## src/rtl/lopd_norm_pkg.sv

```systemverilog
// Shared types and constants for the leading-one detect / normalize arbiter.
// Optional macro LOPD_NORM_FIXED_PRIO_EN (see lopd_norm_arbiter) needs nothing here.
package lopd_norm_pkg;

    localparam int LOPD_NORM_DATA_W = 16;
    localparam int LOPD_NORM_POS_W  = 4;

    typedef logic [0:0] req_id_t;

    typedef struct packed {
        logic [LOPD_NORM_DATA_W-1:0] mant;
        logic [LOPD_NORM_POS_W-1:0]  shift;
        logic                        zero;
        req_id_t                     id;
    } norm_result_t;

endpackage

```

## src/rtl/lopd_norm_shift.sv

```systemverilog
// Combinational leading-one detector plus barrel left shift that moves the
// leading one to the MSB; a zero operand yields shift 0 and mantissa 0.
module lopd_norm_shift
    import lopd_norm_pkg::*;
#(
    parameter int DATA_W = LOPD_NORM_DATA_W,
    parameter int POS_W  = $clog2(DATA_W)
) (
    input  logic [DATA_W-1:0] i_data,
    output logic [DATA_W-1:0] o_mant,
    output logic [POS_W-1:0]  o_shift,
    output logic              o_zero
);

    logic [POS_W-1:0] pos;

    always_comb begin
        pos    = '0;
        o_zero = (i_data == '0);
        // Scanning upward lets the highest set bit overwrite lower ones.
        for (int i = 0; i < DATA_W; i++) begin
            if (i_data[i]) begin
                pos = POS_W'(i);
            end
        end
        o_shift = o_zero ? '0 : (POS_W'(DATA_W - 1) - pos);
        o_mant  = i_data << o_shift;
    end

endmodule

```

## src/rtl/lopd_norm_arbiter.sv

```systemverilog
// Two-requester arbiter feeding a shared leading-one normalizer (2-stage pipe).
// Define LOPD_NORM_FIXED_PRIO_EN for fixed priority (requester 0 wins) instead of round-robin.
module lopd_norm_arbiter
    import lopd_norm_pkg::*;
#(
    parameter int DATA_W = LOPD_NORM_DATA_W,
    parameter int POS_W  = $clog2(DATA_W)
) (
    input  logic              i_clk,
    input  logic              i_rst_n,
    input  logic              i_req0_valid,
    input  logic [DATA_W-1:0] i_req0_data,
    output logic              o_req0_ready,
    input  logic              i_req1_valid,
    input  logic [DATA_W-1:0] i_req1_data,
    output logic              o_req1_ready,
    output logic              o_valid,
    input  logic              i_ready,
    output logic [DATA_W-1:0] o_mant,
    output logic [POS_W-1:0]  o_shift,
    output logic              o_zero_flag,
    output logic              o_id
);

    logic              a_valid_q, a_valid_d;
    logic [DATA_W-1:0] a_data_q, a_data_d;
    req_id_t           a_id_q, a_id_d;
    logic              o_valid_q, o_valid_d;
    logic [DATA_W-1:0] mant_q, mant_d;
    logic [POS_W-1:0]  shift_q, shift_d;
    logic              zero_q, zero_d;
    req_id_t           id_q, id_d;
`ifndef LOPD_NORM_FIXED_PRIO_EN
    req_id_t           ptr_q, ptr_d;
`endif

    logic [1:0]        grant;
    logic              s_a_ready;
    logic              s_b_ready;
    logic              accept;
    logic [DATA_W-1:0] n_mant;
    logic [POS_W-1:0]  n_shift;
    logic              n_zero;

    lopd_norm_shift #(
        .DATA_W (DATA_W),
        .POS_W  (POS_W)
    ) u_shift (
        .i_data  (a_data_q),
        .o_mant  (n_mant),
        .o_shift (n_shift),
        .o_zero  (n_zero)
    );

    always_comb begin
        grant = 2'b00;
`ifdef LOPD_NORM_FIXED_PRIO_EN
        if (i_req0_valid) begin
            grant = 2'b01;
        end else if (i_req1_valid) begin
            grant = 2'b10;
        end
`else
        // On contention the requester that did not win last time goes next.
        if (i_req0_valid && i_req1_valid) begin
            grant = (ptr_q == 1'b1) ? 2'b01 : 2'b10;
        end else begin
            grant = {i_req1_valid, i_req0_valid};
        end
`endif
    end

    assign s_b_ready    = ~o_valid_q | i_ready;
    assign s_a_ready    = ~a_valid_q | s_b_ready;
    assign accept       = (|grant) & s_a_ready;
    assign o_req0_ready = grant[0] & s_a_ready;
    assign o_req1_ready = grant[1] & s_a_ready;

    always_comb begin
        a_valid_d = a_valid_q;
        a_data_d  = a_data_q;
        a_id_d    = a_id_q;
        o_valid_d = o_valid_q;
        mant_d    = mant_q;
        shift_d   = shift_q;
        zero_d    = zero_q;
        id_d      = id_q;
`ifndef LOPD_NORM_FIXED_PRIO_EN
        ptr_d     = ptr_q;
`endif
        if (s_a_ready) begin
            a_valid_d = accept;
        end
        if (accept) begin
            a_data_d = grant[1] ? i_req1_data : i_req0_data;
            a_id_d   = req_id_t'(grant[1]);
`ifndef LOPD_NORM_FIXED_PRIO_EN
            ptr_d    = req_id_t'(grant[1]);
`endif
        end
        if (s_b_ready) begin
            o_valid_d = a_valid_q;
            if (a_valid_q) begin
                mant_d  = n_mant;
                shift_d = n_shift;
                zero_d  = n_zero;
                id_d    = a_id_q;
            end
        end
    end

    always_ff @(posedge i_clk or negedge i_rst_n) begin
        if (!i_rst_n) begin
            a_valid_q <= 1'b0;
            a_data_q  <= '0;
            a_id_q    <= '0;
            o_valid_q <= 1'b0;
            mant_q    <= '0;
            shift_q   <= '0;
            zero_q    <= 1'b0;
            id_q      <= '0;
`ifndef LOPD_NORM_FIXED_PRIO_EN
            ptr_q     <= 1'b1;
`endif
        end else begin
            a_valid_q <= a_valid_d;
            a_data_q  <= a_data_d;
            a_id_q    <= a_id_d;
            o_valid_q <= o_valid_d;
            mant_q    <= mant_d;
            shift_q   <= shift_d;
            zero_q    <= zero_d;
            id_q      <= id_d;
`ifndef LOPD_NORM_FIXED_PRIO_EN
            ptr_q     <= ptr_d;
`endif
        end
    end

    assign o_valid     = o_valid_q;
    assign o_mant      = mant_q;
    assign o_shift     = shift_q;
    assign o_zero_flag = zero_q;
    assign o_id        = id_q;

endmodule
```

## config.mk

```make
export PLATFORM = sky130hd
export DESIGN_NAME = lopd_norm_arbiter
export DESIGN_NICKNAME = d
export VERILOG_FILES = /design/src/rtl/lopd_norm_pkg.sv /design/src/rtl/lopd_norm_shift.sv /design/src/rtl/lopd_norm_arbiter.sv
export SDC_FILE = /design/constraint.sdc
export NUM_CORES = 1
export LEC_CHECK = 0
export CAP_MARGIN = 0
export CORE_AREA = 2 2 96 98
export CTS_BUF_LIST = sky130_fd_sc_hd__clkbuf_16
export DETAILED_ROUTE_END_ITERATION = 8
export DIE_AREA = 0 0 98 100
export MAX_ROUTING_LAYER = met4
export SETUP_SLACK_MARGIN = 0.4
export SLEW_MARGIN = 20
export SYNTH_ARGS = -nofsm -noshare
export SYNTH_HDL_FRONTEND = slang
export SYNTH_SLANG_ARGS = --single-unit
export TNS_END_PERCENT = 5
```

## constraint.sdc

```tcl
create_clock -name i_clk -period 3.31 [get_ports i_clk]
set_input_delay 0.993 -clock i_clk [delete_from_list [all_inputs] [get_ports i_clk]]
set_output_delay 0.993 -clock i_clk [all_outputs]
set_load 0.05 [all_outputs]
```

==> results of run 1 <==
## cells by family (layout without fill, tap and decap cells)
kind of cell,count (synthesis),in the layout,share of synthesized area (%)
simple gates,117,117,22.3
compound gates,97,97,25.3
flops,42,42,40.6
mux,21,21,8.74
buf+inv,17,93,3.04
## layout make-up
class	instances	area share, %
tap	111	3.85
timing repair buffer	83	21.9
multi-input combinational	235	41.1
sequential	42	29.2
inverter	2	0.208
clock buffer	5	3.47
clock inverter	3	0.312
## metal layers
layer / wire length [um] / part of all wire [%]
met1: 3260 / 44
met2: 3530 / 48
met3: 524 / 7.1
met4: 104 / 1.4
met5: 0 / 0
## metrics by stage
step	cells	instance area, um^2	setup WS, ns
detailed placement	459	3350	0.141
global route	481	3610	0.401
floorplan	294	2590	0.407
finish	481	3610	0.506
CTS	480	3600	0.400
global placement	459	3350	0.169
## state kept, by name, summed over array words and instances, names as in the netlist
| register | flops |
|---|---|
| ptr_q | 1 |
| a_valid_q | 1 |
| o_shift | 4 |
| a_data_q | 16 |
| o_id | 1 |
| o_valid | 1 |
| o_mant | 16 |
| a_id_q | 1 |
| o_zero_flag | 1 |
## report_power, final
group | switching (uW) | total [uW] | internal [uW]
combinational | 1480 | 2400 | 911
clock | 192 | 464 | 271
sequential | 290 | 1030 | 741
## worst max-delay path: stages
cell and delay [ns]:
dlygate4sd2_1 0.23, nand3b_1 0.24, and2_4 0.20, buf_12 0.14
## what timing repair did
| action | in CTS | in global routing |
|---|---|---|
| cloned | 0 | 0 |
| endpoints found under the setup margin | 2 | 3 |
| pin swaps | 3 | 1 |
| gates resized for setup | 7 | 2 |
| buffers inserted | 13 | 1 |
## final timing paths
kind / start / to / slack, ns / depth (start not counted)
worst max-delay path: i_ready / o_req1_ready / 0.51 / 4
worst min-delay path: o_id / o_id / 0.48 / 2
worst max register to register: a_data_q[7] / o_mant[9] / 0.56 / 5
worst min register to register: o_id / o_id / 0.48 / 2
max in group asynchronous: i_rst_n / a_data_q[9] / 1.87 / 1
min in group asynchronous: i_rst_n / o_mant[9] / 0.85 / 1
## Yosys cell counts, drive strengths merged (4+ instances only)
master | count | share of area, %
nand2 | 51 | 7.4
dfrtp | 41 | 40
o21ai | 38 | 7.3
nor2 | 24 | 3.6
mux2i | 17 | 6.6
a21oi | 14 | 2.7
and2 | 8 | 1.9
clkbuf | 8 | 1.2
nand3 | 8 | 1.7
buf | 7 | 1.6
a22oi | 5 | 1.4
nand2b | 5 | 1.2
nor2b | 5 | 1.2
o211ai | 5 | 1.4
a31oi | 4 | 0.97
==> results.json, run 1 <==
{
  "fin_worst_skew_ns": 0.00612,
  "synth_edf_count": 0,
  "multiInputGateArea_um2": 1480,
  "die_h_um": 100,
  "final_layout_size_suffix_gt1_share_pct": 14.1,
  "syn_nets": 331,
  "relSlewSlack_pct": 37.2,
  "vias_per_cell": 5.23,
  "clkTransAtPathRegs_ns": 0.06,
  "final_common_cell": "clkdlybuf4s50_1",
  "die_area_um2": 9800,
  "ir_drop_mv": 0.261,
  "cp_max_fo": 4,
  "fillCellCount": 895,
  "regArea_um2": 1050,
  "syn-instance-count": 294,
  "remaining_drc_errors": 0,
  "pin_count": 62,
  "power_uw": 3890,
  "cts_tree": "built",
  "fmax_mhz": 357,
  "synth-main-ff-cell": "dfrtp_1",
  "final_util_pct": 40.6,
  "fin_hold_ws_ns": 0.475,
  "place_congestion": 0.940,
  "ys_async_sr_fraction_pct": 100,
  "clk_latency_ns": 0.29,
  "grt_pass1_wl_um": 12100,
  "dp_hpwl_um": 5400,
  "cts_num_sinks": 42,
  "clk_path_buf_depth": 2,
  "grt_antenna_before_repair": 0,
  "initial_core_util_pct": 29.2,
  "synth.distinct_cells": 58,
  "area_growth_pct": 39.2,
  "h-tree-depth": 2,
  "p_leak_uw": 0.00147,
  "status": "completed",
  "grtUsageMet3_pct": 3.83,
  "synth_area_um2": 2590,
  "yosysWarnings": 0,
  "wire_per_inst_um": 15.4,
  "track_usage_pct": 15.8,
  "top_usage_layer": "met2",
  "holdBufCountCts": 0,
  "setup.worst_path.end_class": "primary output",
  "clock-root-buffer": "clkbuf_16",
  "finalHoldViolCount": 0,
  "fin_crit_sh_pct": 84.7,
  "synth.avg_cell_area_um2": 8.82,
  "arrival_ns": 1.81,
  "ant_nets": 0,
  "coreArea_um2": 8890,
  "grt_use_met2_pct": 25.0,
  "power_density_nw_per_um2": 1080,
  "die_w_um": 98,
  "ys_seq_area_share_pct": 40.6,
  "wirelength_um": 7420,
  "critPathLaunchType": "input port",
  "drt-initial-drc-count": 172,
  "nets": 406,
  "criticalPathCategory": "in -> out",
  "rsz0062_at_grt": "no",
  "finalSetupViolCount": 0,
  "min-delay-path-class": "reg -> reg",
  "finalSetupTns_ns": 0,
  "worst_pin_slew_ns": 0.943,
  "drv_cap": 0,
  "overflow": 0,
  "dr.pass1.iters": 4,
  "rows": 35,
  "antenna-diode-count": 0,
  "first_global_vias": 2379,
  "numCtsBuffers": 5,
  "via_count": 2517,
  "worstPathRequired_ns": 2.32,
  "grtUsageMet1_pct": 20.2,
  "ys_seq_elements": 42,
  "final_cell_mix": "clkdlybuf4s50_1, nand2_1, dfrtp_1",
  "io_buffer_count": 61,
  "period_minus_slack_ns": 2.80,
  "drv_slew": 0,
  "grt_max_degree": 43
}
Note: power is estimated with default switching activity, not from simulation.
==> run 2, diff against run 1 <==
==> constraint.sdc (replaced) <==
create_clock -name i_clk -period 2.65 [get_ports i_clk]
set_input_delay 0.795 -clock i_clk [delete_from_list [all_inputs] [get_ports i_clk]]
set_output_delay 0.795 -clock i_clk [all_outputs]
set_load 0.05 [all_outputs]
==> run 2 against run 1 <==
Against the previous run:
- critical path depth increased by 1
- core utilization grew 3.9 points
- non-clock buffer count is 35 higher
- first-iteration DRC count down 8.7%
- via count grew 3.9%
- final area grew 9.7%
- hold slack got worse by 0.00098 ns
- cell count up 7.3%
- count of clock-buffer cells in the layout did not move
==> results.json, run 2 (same netlist as run 1, synthesis figures left out) <==
{
  "status": "completed",
  "io_buffer_count": 61,
  "arrival_ns": 2.48,
  "fin_hold_ws_ns": 0.474,
  "coreArea_um2": 8890,
  "h-tree-depth": 2,
  "worst_pin_slew_ns": 0.509,
  "finalHoldViolCount": 0,
  "dp.cells": 486,
  "dp_hpwl_um": 5750,
  "numCtsBuffers": 5,
  "die_h_um": 100,
  "wirelength_um": 7570,
  "wire_per_inst_um": 14.7,
  "critPathLaunchType": "flip-flop",
  "track_usage_pct": 16.5,
  "multiInputGateArea_um2": 1530,
  "pre_cts_ws_ns": 0.0177,
  "setup_slack_ns": 0.341,
  "setup.worst_path.end_class": "flip-flop",
  "stdcell_count": 516,
  "power_density_nw_per_um2": 1370,
  "cts_num_sinks": 42,
  "cp_max_fo": 4,
  "area_growth_pct": 52.7,
  "antenna-diode-count": 0,
  "power_uw": 5400,
  "fillCellCount": 889,
  "remaining_drc_errors": 0,
  "ant_nets": 0,
  "cts_tree": "built",
  "clk_path_buf_depth": 2,
  "clkTransAtPathRegs_ns": 0.06,
  "p_leak_uw": 0.00164,
  "place_congestion": 0.928,
  "nets": 441,
  "fin_crit_sh_pct": 87.1,
  "clk_latency_ns": 0.28,
  "min-delay-path-class": "in -> async",
  "rows": 35,
  "fmax_mhz": 433,
  "dr.pass1.iters": 4,
  "drv_slew": 0,
  "first_global_vias": 2587,
  "die_w_um": 98,
  "finalSetupTns_ns": 0,
  "clock-root-buffer": "clkbuf_16",
  "overflow": 0,
  "regArea_um2": 1060,
  "final_layout_size_suffix_gt1_share_pct": 24.9,
  "criticalPathCategory": "reg -> reg",
  "grt_pass1_wl_um": 12700,
  "drv_cap": 0,
  "die_area_um2": 9800,
  "period_minus_slack_ns": 2.31,
  "reg2reg_depth": 5,
  "drt-initial-drc-count": 157,
  "relSlewSlack_pct": 66.0,
  "finalSetupViolCount": 0,
  "initial_core_util_pct": 29.2,
  "via_count": 2616,
  "worstPathRequired_ns": 2.82,
  "rsz0062_at_grt": "yes",
  "grt_max_degree": 43,
  "final_common_cell": "clkdlybuf4s50_1",
  "final_cell_mix": "clkdlybuf4s50_1, buf_4, nand2_1",
  "vias_per_cell": 5.07,
  "grt_antenna_before_repair": 0,
  "pin_count": 62,
  "ir_drop_mv": 0.376,
  "fin_worst_skew_ns": 0.00585
}
## run 2: through the flow
| stage | util, % | area (um^2) |
|---|---|---|
| 2_1_floorplan | - | 2610 |
| 3_3_place_gp | 40.5 | 3600 |
| 3_5_place_dp | 40.5 | 3600 |
| 4_1_cts | 43.4 | 3850 |
| 5_1_grt | 44.5 | 3960 |
| 6_report | 44.5 | 3960 |
## run 2: cell type report
type	count	share of cell area, %
multi-input combinational	235	38.6
sequential	42	26.8
inverter	2	0.190
timing repair buffer	118	27.4
clock inverter	3	0.316
clock buffer	5	3.16
tap	111	3.51
## run 2: final timing paths
kind	start	endpoint	slack (ns)
worst max-delay path	a_data_q[6]	o_mant[9]	0.34
worst min-delay path	i_rst_n	o_shift[2]	0.47
worst max register to register	a_data_q[6]	o_mant[9]	0.34
worst min register to register	o_shift[1]	o_shift[1]	0.48
max in group asynchronous	i_rst_n	ptr_q	1.92
min in group i_clk	o_shift[1]	o_shift[1]	0.48
## run 2: power breakdown
group	switching, uW	internal (uW)
logic	2010	1560
registers	319	937
clock network	238	340
total	2570	2840
## run 2: layer usage
layer  track usage [%]  up-vias  wire (um)
li1                  -     1303          -
met1              21.3     1223       3430
met2              26.1       77       3550
met3              3.06       13        421
met4              5.66        0        163
met5                 -        -          0
## run 2: timing repair
item / CTS / global route
cloned: 0 / 0
endpoints found under the setup margin: 21 / 37
resized for setup: 17 / 7
hold buffers: 0 / 0
setup buffers: 11 / 11
pin swaps: 9 / 6
## run 2: worst max-delay path, stage by stage (launching register included)
cell	delay (ns)
dfrtp_2	0.44
or2_4	0.29
a2111oi_4	0.33
a31o_2	0.26
mux4_2	0.56
a221o_1	0.33
